## config.mk

```make
export PLATFORM = sky130hd
export DESIGN_NAME = demapper_sync
export DESIGN_NICKNAME = d
export VERILOG_FILES = /design/src/rtl/demapper_sync.sv
export SDC_FILE = /design/constraint.sdc
export NUM_CORES = 1
export LEC_CHECK = 0
export CAP_MARGIN = 20
export CORE_MARGIN = 3
export CORE_UTILIZATION = 51
export CTS_CLUSTER_SIZE = 12
export DETAILED_ROUTE_END_ITERATION = 16
export PLACE_DENSITY = 0.81
export RECOVER_POWER = 100
export SLEW_MARGIN = 20
export SYNTH_ARGS = -nofsm -noshare
export SYNTH_HDL_FRONTEND = slang
export SYNTH_SLANG_ARGS = --single-unit
export TNS_END_PERCENT = 20
```

## constraint.sdc

```tcl
create_clock -name i_clk -period 2.5 [get_ports i_clk]
set_clock_uncertainty 0.1 [all_clocks]
set_input_delay 0.75 -clock i_clk [delete_from_list [all_inputs] [get_ports i_clk]]
set_output_delay 0.75 -clock i_clk [all_outputs]
set_load 0.02 [all_outputs]
```

## src/rtl/demapper_sync.sv

```systemverilog
// demapper_sync: self-aligning receive demapper (FAS hunt, overhead strip, ARQ extract, CRC-8 check).
// Define DEMAP_ERR_CNT_EN to add the saturating CRC error counter output o_crc_err_cnt.
module demapper_sync #(
  parameter int         ROWS       = 4,
  parameter int         COLS       = 1024,
  parameter int         OH_COLS    = 2,
  parameter logic [7:0] FAS_BYTE   = 8'hF6,
  parameter int         SYNC_ENTER = 2,
  parameter int         SYNC_LOSS  = 3
) (
  input  logic        i_clk,
  input  logic        i_rst,
  input  logic [7:0]  i_frame_data,
  input  logic        i_frame_data_valid,
  output logic [7:0]  o_pyld_data,
  output logic        o_pyld_data_valid,
  output logic        o_arq_en,
  output logic        o_arq_en_valid,
  output logic        o_crc_err,
  output logic        o_crc_err_valid,
  output logic [7:0]  o_crc_val,
  output logic        o_lock,
  output logic [1:0]  o_state
`ifdef DEMAP_ERR_CNT_EN
  ,
  output logic [15:0] o_crc_err_cnt
`endif
);

  typedef enum logic [1:0] {HUNT = 2'd0, PRESYNC = 2'd1, SYNC = 2'd2} state_t;

  localparam int            RW       = (ROWS > 2) ? $clog2(ROWS) : 1;
  localparam int            CW       = $clog2(COLS);
  localparam logic [RW-1:0] ROW_LAST = RW'(ROWS - 1);
  localparam logic [CW-1:0] COL_LAST = CW'(COLS - 1);
  localparam logic [CW-1:0] OH_LIM   = CW'(OH_COLS);
  localparam logic [7:0]    ENTER_N  = 8'(SYNC_ENTER);
  localparam logic [7:0]    LOSS_N   = 8'(SYNC_LOSS);

  // CRC-8, polynomial 0x07, MSB first
  function automatic logic [7:0] crc8_step(input logic [7:0] crc, input logic [7:0] data);
    logic [7:0] c;
    c = crc;
    for (int i = 7; i >= 0; i--) begin
      if (c[7] ^ data[i]) c = {c[6:0], 1'b0} ^ 8'h07;
      else                c = {c[6:0], 1'b0};
    end
    return c;
  endfunction

`ifdef DEMAP_ERR_CNT_EN
  function automatic logic [15:0] sat_inc16(input logic [15:0] v);
    return (v == 16'hFFFF) ? v : v + 16'd1;
  endfunction

  logic [15:0] err_cnt_p1;
  assign o_crc_err_cnt = err_cnt_p1;
`endif

  state_t        state;
  logic [RW-1:0] row;
  logic [CW-1:0] col;
  logic [7:0]    good_cnt;
  logic [7:0]    miss_cnt;
  logic [7:0]    crc_acc;
  logic          checkable;

  logic [7:0] pyld_data_p1;
  logic       vld_pyld_p1;
  logic       arq_p1;
  logic       vld_arq_p1;
  logic       crc_err_p1;
  logic       vld_crc_p1;
  logic [7:0] crc_val_p1;
  logic       lock_p1;

  logic       fas_pos, fas_hit, frame_end, pyld_pos;
  logic       enter_sync, lose_sync, active;
  logic [7:0] crc_nxt;

  // Stage p0: position decode and frame-alignment decisions for the incoming byte
  always_comb begin
    fas_pos    = (row == '0) && (col == '0);
    fas_hit    = (i_frame_data == FAS_BYTE);
    frame_end  = (row == ROW_LAST) && (col == COL_LAST);
    pyld_pos   = (col >= OH_LIM);
    enter_sync = (state == PRESYNC) && fas_pos && fas_hit && ((good_cnt + 8'd1) == ENTER_N);
    lose_sync  = (state == SYNC) && fas_pos && !fas_hit && ((miss_cnt + 8'd1) == LOSS_N);
    // The FAS byte that enters SYNC already counts as locked; the one that loses it does not.
    active     = ((state == SYNC) && !lose_sync) || enter_sync;
    crc_nxt    = crc8_step(crc_acc, i_frame_data);
  end

  // Stage p1: registered state and outputs
  always_ff @(posedge i_clk) begin
    if (i_rst) begin
      state        <= HUNT;
      row          <= '0;
      col          <= '0;
      good_cnt     <= '0;
      miss_cnt     <= '0;
      crc_acc      <= '0;
      checkable    <= 1'b0;
      pyld_data_p1 <= '0;
      vld_pyld_p1  <= 1'b0;
      arq_p1       <= 1'b0;
      vld_arq_p1   <= 1'b0;
      crc_err_p1   <= 1'b0;
      vld_crc_p1   <= 1'b0;
      crc_val_p1   <= '0;
      lock_p1      <= 1'b0;
`ifdef DEMAP_ERR_CNT_EN
      err_cnt_p1   <= '0;
`endif
    end else begin
      vld_pyld_p1 <= 1'b0;
      vld_arq_p1  <= 1'b0;
      vld_crc_p1  <= 1'b0;
      if (i_frame_data_valid) begin
        case (state)
          HUNT: begin
            if (fas_hit) begin
              state    <= PRESYNC;
              good_cnt <= '0;
              row      <= '0;
              col      <= CW'(1);
            end
          end
          PRESYNC, SYNC: begin
            if (col == COL_LAST) begin
              col <= '0;
              row <= (row == ROW_LAST) ? '0 : row + RW'(1);
            end else begin
              col <= col + CW'(1);
            end
            if (fas_pos && state == PRESYNC) begin
              // A mismatching byte is never a FAS, so re-hunting it just stays in HUNT.
              if (!fas_hit) begin
                state <= HUNT;
              end else begin
                good_cnt <= good_cnt + 8'd1;
                if (enter_sync) begin
                  state    <= SYNC;
                  miss_cnt <= '0;
                  lock_p1  <= 1'b1;
                end
              end
            end else if (fas_pos) begin
              if (fas_hit) begin
                miss_cnt <= '0;
              end else if (lose_sync) begin
                state     <= HUNT;
                miss_cnt  <= '0;
                checkable <= 1'b0;
                lock_p1   <= 1'b0;
              end else begin
                miss_cnt <= miss_cnt + 8'd1;
              end
            end
          end
          default: state <= HUNT;
        endcase

        if (active) begin
          if (pyld_pos) begin
            pyld_data_p1 <= i_frame_data;
            vld_pyld_p1  <= 1'b1;
            if (frame_end) begin
              crc_val_p1 <= crc_nxt;
              crc_acc    <= '0;
              checkable  <= 1'b1;
            end else begin
              crc_acc <= crc_nxt;
            end
          end
          if (row == '0 && col == CW'(1)) begin
            arq_p1     <= i_frame_data[0];
            vld_arq_p1 <= 1'b1;
          end
          if (row == RW'(1) && col == '0 && checkable) begin
            crc_err_p1 <= (i_frame_data != crc_val_p1);
            vld_crc_p1 <= 1'b1;
`ifdef DEMAP_ERR_CNT_EN
            if (i_frame_data != crc_val_p1) err_cnt_p1 <= sat_inc16(err_cnt_p1);
`endif
          end
        end else begin
          crc_acc <= '0;
        end
      end
    end
  end

  assign o_pyld_data       = pyld_data_p1;
  assign o_pyld_data_valid = vld_pyld_p1;
  assign o_arq_en          = arq_p1;
  assign o_arq_en_valid    = vld_arq_p1;
  assign o_crc_err         = crc_err_p1;
  assign o_crc_err_valid   = vld_crc_p1;
  assign o_crc_val         = crc_val_p1;
  assign o_lock            = lock_p1;
  assign o_state           = state;

endmodule

```

== Yosys cells after proc, flatten, opt, wreduce, memory -nomap -nowiden ==
Index checks and enable logic that the tools add are counted.
W data, S select, Z words.

* Magnitude comparators: 1
* Reductions and logical operators: 34
* Multiplexer cells: 53
* Bitwise operators: 18
* Eq/ne operators: 22
* Add/subtract/negate cells: 4

{| class="wikitable"
|+ Operators with widths
! kind !! count
|-
| $mux W8 || 12
|-
| $mux W3 || 8
|-
| $not A3 Y3 || 8
|-
| $mux W10 || 2
|-
| $mux W2 || 10
|-
| $pmux W10 S2 || 1
|-
| $mux W1 || 17
|-
| $add A8 B1 Y8 const B || 2
|-
| $eq A8 B2 Y1 const B || 2
|-
| $pmux W8 S2 || 1
|-
| $ne A2 B2 Y1 const B || 7
|-
| $logic_and A1 B1 Y1 || 12
|-
| $ne A3 B3 Y1 const B || 4
|-
| $reduce_and A3 Y1 || 4
|-
| $add A10 B1 Y10 const B || 1
|-
| $eq A10 B1 Y1 const B || 1
|-
| $eq A10 B10 Y1 const B || 1
|-
| $ge A10 B2 Y1 const B || 1
|-
| $logic_not A10 Y1 || 1
|-
| $reduce_and A5 Y1 || 2
|-
| $eq A8 B8 Y1 const B || 1
|-
| $ne A8 B8 Y1 || 1
|-
| $pmux W2 S2 || 2
|-
| $reduce_and A4 Y1 || 2
|-
| 15 further kinds || 29
|}

* Output and inout port bits: 24
* Logic and storage cells: 147
* Register bits: 61

== Longest topological paths before layout ==
* Word-level depth: 19
* Gate-level depth with buffers: 11
* Gate-level depth less buffers: 9

== Worst setup path after synthesis ==
OpenSTA, ideal clock, no wires.

* Path kind: reg-to-reg
* Start point: register miss_cnt[0]
* End point: register crc_acc[2]
* Required time: 2280 ps
* Slack: -192 ps
* Clock period less this slack: 2692 ps
* Path buffers: 2
* Library setup time: 120 ps
* Arrival: 2473 ps
* Stages on the path, launching flop included: 11
* Path through: dfxtp_1 ha_1 buf_6 a211o_1 a2111oi_4 o2111ai_2 and2_1 buf_6 o211a_4 nor3b_1 a211o_1

* Longest elaborated chain between the ends: 8
* Elaborated cells between the ends (all ways): 9

{| class="wikitable"
|+ RTL lines
! what !! RTL line !! text
|-
| start, declared || 64 || <nowiki>logic [7:0] miss_cnt;</nowiki>
|-
| start signal, assigned || 157 || <nowiki>miss_cnt <= miss_cnt + 8'd1;</nowiki>
|-
| $add A8 B1 Y8 (*) || 88 || <nowiki>lose_sync = (state == SYNC) && fas_pos && !fas_hit && ((miss_cnt + 8'd1) == LOSS_N);</nowiki>
|-
| $eq A8 B2 Y1 (*) || 88 ||
|-
| $logic_and A1 B1 Y1 (*) || 88 ||
|-
| $logic_not A1 Y1 (*) || 90 || <nowiki>active = ((state == SYNC) && !lose_sync) || enter_sync;</nowiki>
|-
| $logic_and A1 B1 Y1 (*) || 90 ||
|-
| $logic_or A1 B1 Y1 (*) || 90 ||
|-
| $ne A2 B2 Y1 (no line) || n/a ||
|-
| $reduce_and A2 Y1 (no line) || n/a ||
|-
| end signal, assigned || 173 || <nowiki>crc_acc <= crc_nxt;</nowiki>
|-
| end, declared || 65 || <nowiki>logic [7:0] crc_acc;</nowiki>
|}

Mark *: on every way between the ends. The rest lies on a longest branch, timed or not.
A chain may end at the register's enable or synchronous reset.

== Worst setup path after layout ==
* Start point: register miss_cnt[0]
* End point: register crc_val_p1[2] (netlist: o_crc_val[2])

* Longest elaborated chain between the ends: 7

{| class="wikitable"
|+ RTL lines
! what !! RTL line !! text
|-
| $add A8 B1 Y8 || 88 ||
|-
| $eq A8 B2 Y1 || 88 ||
|-
| $logic_and A1 B1 Y1 || 88 ||
|-
| $logic_not A1 Y1 || 90 ||
|-
| $logic_and A1 B1 Y1 || 90 ||
|-
| $logic_or A1 B1 Y1 || 90 ||
|-
| $reduce_and A4 Y1 (no line) || n/a ||
|-
| end signal, assigned || 169 || <nowiki>crc_val_p1 <= crc_nxt;</nowiki>
|-
| end, declared || 74 || <nowiki>logic [7:0] crc_val_p1;</nowiki>
|}

No other way between the ends.

==> flow_summary.json <==
{
  "outcome": "complete, but fails checks",
  "violations": "setup timing",
  "core_um2": 6390,
  "power_mw": 2.04,
  "whs_ns": 0.399,
  "place_congestion": 0.863,
  "dieWidth_um": 87.6,
  "n_fill_cell": 467,
  "cap_violations": 0,
  "drive_gt1_share_pct": 22.7,
  "ir_drop_mv": 0.351,
  "cp-end-kind": "flop",
  "cts_hold_buffers": 0,
  "synth_cells": 390,
  "worst_pin_slew_ns": 0.538,
  "cts_root_buffer": "clkbuf_8",
  "critPathKind": "reg2reg",
  "netlist-cell-type-count": 53,
  "ant_nets": 0,
  "cts_htree_levels": 3,
  "synth_area_leaders": "dfxtp_1 (36%), nor2_1 (6.2%), mux2i_1 (5.9%), ha_1 (5.2%), xnor2_1 (4.6%)",
  "drtIter0Drc": 216,
  "timing.final.ws_setup_ns": -0.0577,
  "p_leak_nw": 2.06,
  "critPathSlowestCell": "dfxtp_4",
  "fin_nets": 514,
  "max_stage_delay_ns": 0.37,
  "antenna_cells": 0,
  "drc": 0,
  "cts_made_buffers": 9,
  "grt_usage_pct": 25.4,
  "synth_top_area_share_pct": 36.0,
  "grt_pass1_wl_um": 15100,
  "ys_seq_area_share_pct": 36.0,
  "cts_sinks": 61,
  "clkSlewWorstSetupHoldPaths_ns": 0.08,
  "powerDensity_nw_per_um2": 447,
  "fin_crit_ns": 2.56,
  "yosys_warnings": 0,
  "dr.pass1.iters": 4,
  "worstPathCellList": "ha_4, a211o_1, a2111oi_4, o2111ai_2, and2_4, o211ai_1, buf_4, mux2i_1, nor2_1",
  "synth_edf_count": 0,
  "ys_ff_latch": 61,
  "drt_wl_total_um": 9470,
  "wl_per_cell_um": 16.6,
  "area_growth_pct": 34.2,
  "final-max-slew-violation-count": 0,
  "start_kind": "flop",
  "worst_skew_pair.late_latency_ns": 0.35,
  "tritoncts": "built",
  "vias": 3256,
  "path_max_fanout": 5,
  "grt_pass1_vias": 3237,
  "synth_area_um2": 3390,
  "fp.dieArea_um2": 7670,
  "synthArstFlopShare_pct": 0,
  "r2r_slack_ns": -0.06,
  "synth_area_per_cell_um2": 8.70,
  "hold_violations": 0,
  "grt_antenna_before_repair": 0,
  "synth_area_leader_cell": "dfxtp_1",
  "die_y_um": 87.6,
  "ios": 35,
  "final-setup-viol-count": 3,
  "synthesis.nets": 415,
  "hp-class": "reg2reg",
  "hpwl_um": 6380,
  "rsz0062_at_grt": "yes",
  "rows": 29,
  "grt-ovfl-total": 0,
  "viasPerCell": 5.70,
  "io_buffers": 34,
  "cts.path.max_buffers": 2,
  "grt_max_degree": 32,
  "start_util_pct": 53.2,
  "ys.flop_type": "dfxtp_1",
  "fin_crit_sh_pct": 102,
  "required_ns": 2.64,
  "timing.slew.headroom_pct": 63.7,
  "arrival_ns": 2.70,
  "fmax_mhz": 391
}
==> routing by layer <==
metal,up-vias,part of all wire (%),track usage [%]
met5,-,0,0
met4,0,2.4,11.9
met3,21,4.8,5.36
met2,105,50,43.6
met1,1542,43,30.3
li1,1588,-,-
==> cell type report <==
class	instances	area (um^2)	area share (%)
repair buffers	104	868	19.1
clock inverters	6	62.6	1.37
inverters	15	56.3	1.24
flip-flops and latches	61	1230	26.9
clock buffers	10	138	3.02
well taps	77	96.3	2.11
multi-input cells	298	2110	46.3
==> what timing repair did <==
action,CTS,global route
gates cloned,1,0
pin swaps,9,4
setup buffers,4,2
setup endpoints to repair,45,34
gates resized for setup,19,16
endpoints found under the hold margin,0,0
==> stage by stage <==
step                 TNS, ns  utilization (%)  cell area, um^2  std cells  worst slack [ns]
floorplan           -0.00354                -             3410        390          -0.00354
global placement      -24.89             66.3             4230        548            -0.599
detailed placement    -27.26             66.3             4230        548            -0.641
CTS                  -0.0573             70.3             4490        569           -0.0312
global route           -1.53             71.3             4560        571            -0.137
finish               -0.0941             71.3             4560        571           -0.0577
==> registers in the layout, summed over array words and instances, names as in the netlist, 2 cells and up <==
register and flops:
row 2, o_crc_val 8, o_pyld_data 8, good_cnt 8, col 10, o_state 2
crc_acc 8, miss_cnt 8
==> critical path: cells and delay by family, from the launching register on <==
kind | cells | cell delay, ns
AND/OR/NAND/NOR | 2 | 0.27
AO/OA/AOI/OAI | 4 | 1.08
multiplexers | 1 | 0.23
adder cells (fa/ha/maj) | 1 | 0.17
buffers and inverters | 1 | 0.23
flip-flops | 1 | 0.37
==> synthesized netlist by cell type (13+ instances only) <==
master   count
mux2i_1     20
o21ai_0     15
ha_1        14
a21oi_1     17
xnor2_1     18
nand3_1     13
dfxtp_1     61
nor2_1      56
inv_1       15
nand2_1     17
xor2_1      18
==> kinds of logic (layout without fill, tap and decap cells) <==
kind of cell | after synthesis | in the layout | share of synthesized area (%)
AOI/OAI and AO/OA | 83 | 83 | 17.9
xor gates and xnor gates | 36 | 36 | 9.29
adders and majority gates | 14 | 14 | 5.16
buffers and inverters | 31 | 135 | 4.16
DFF | 61 | 61 | 36.0
muxes | 21 | 21 | 6.23
and+or+nand+nor | 144 | 144 | 21.3
==> worst paths after layout <==
kind	end	depth (start not counted)	startpoint
worst max-delay path	o_crc_val[2]$_SDFFE_PP0P_	9	miss_cnt[0]$_SDFFE_PP0P_
worst min-delay path	o_pyld_data[1]$_SDFFE_PP0P_	2	o_pyld_data[1]$_SDFFE_PP0P_
worst max register to register	o_crc_val[2]$_SDFFE_PP0P_	9	miss_cnt[0]$_SDFFE_PP0P_
worst min register to register	o_pyld_data[1]$_SDFFE_PP0P_	2	o_pyld_data[1]$_SDFFE_PP0P_
==> cell usage in the layout (no fill, tap or decap), types with 4 or more instances in the layout <==
cell and count:
nor2_1 56, buf_4 61, nor4_1 9, dfxtp_1 59, a211oi_1 4, nand4_1 4
and3_1 8, a21oi_1 17, clkbuf_8 10, inv_1 15, o22ai_1 4, dlygate4sd2_1 6
nand3_1 11, or3_1 8, a31oi_1 4, ha_1 11, nor3_1 4, xnor2_1 16
xor2_1 18, dlygate4sd3_1 23, nand2_1 16, mux2i_1 20, a22o_1 10, o21ai_0 14
o211ai_1 5
==> report_power, final <==
group	switching [mW]	internal, mW	leakage [nW]	total [mW]
registers	0.000207	0.970	0.492	0.970
clock network	0.413	0.483	0.0943	0.896
logic	0.0929	0.0779	1.47	0.171
total	0.506	1.53	2.06	2.04
Note: power is estimated with default switching activity, not from simulation.
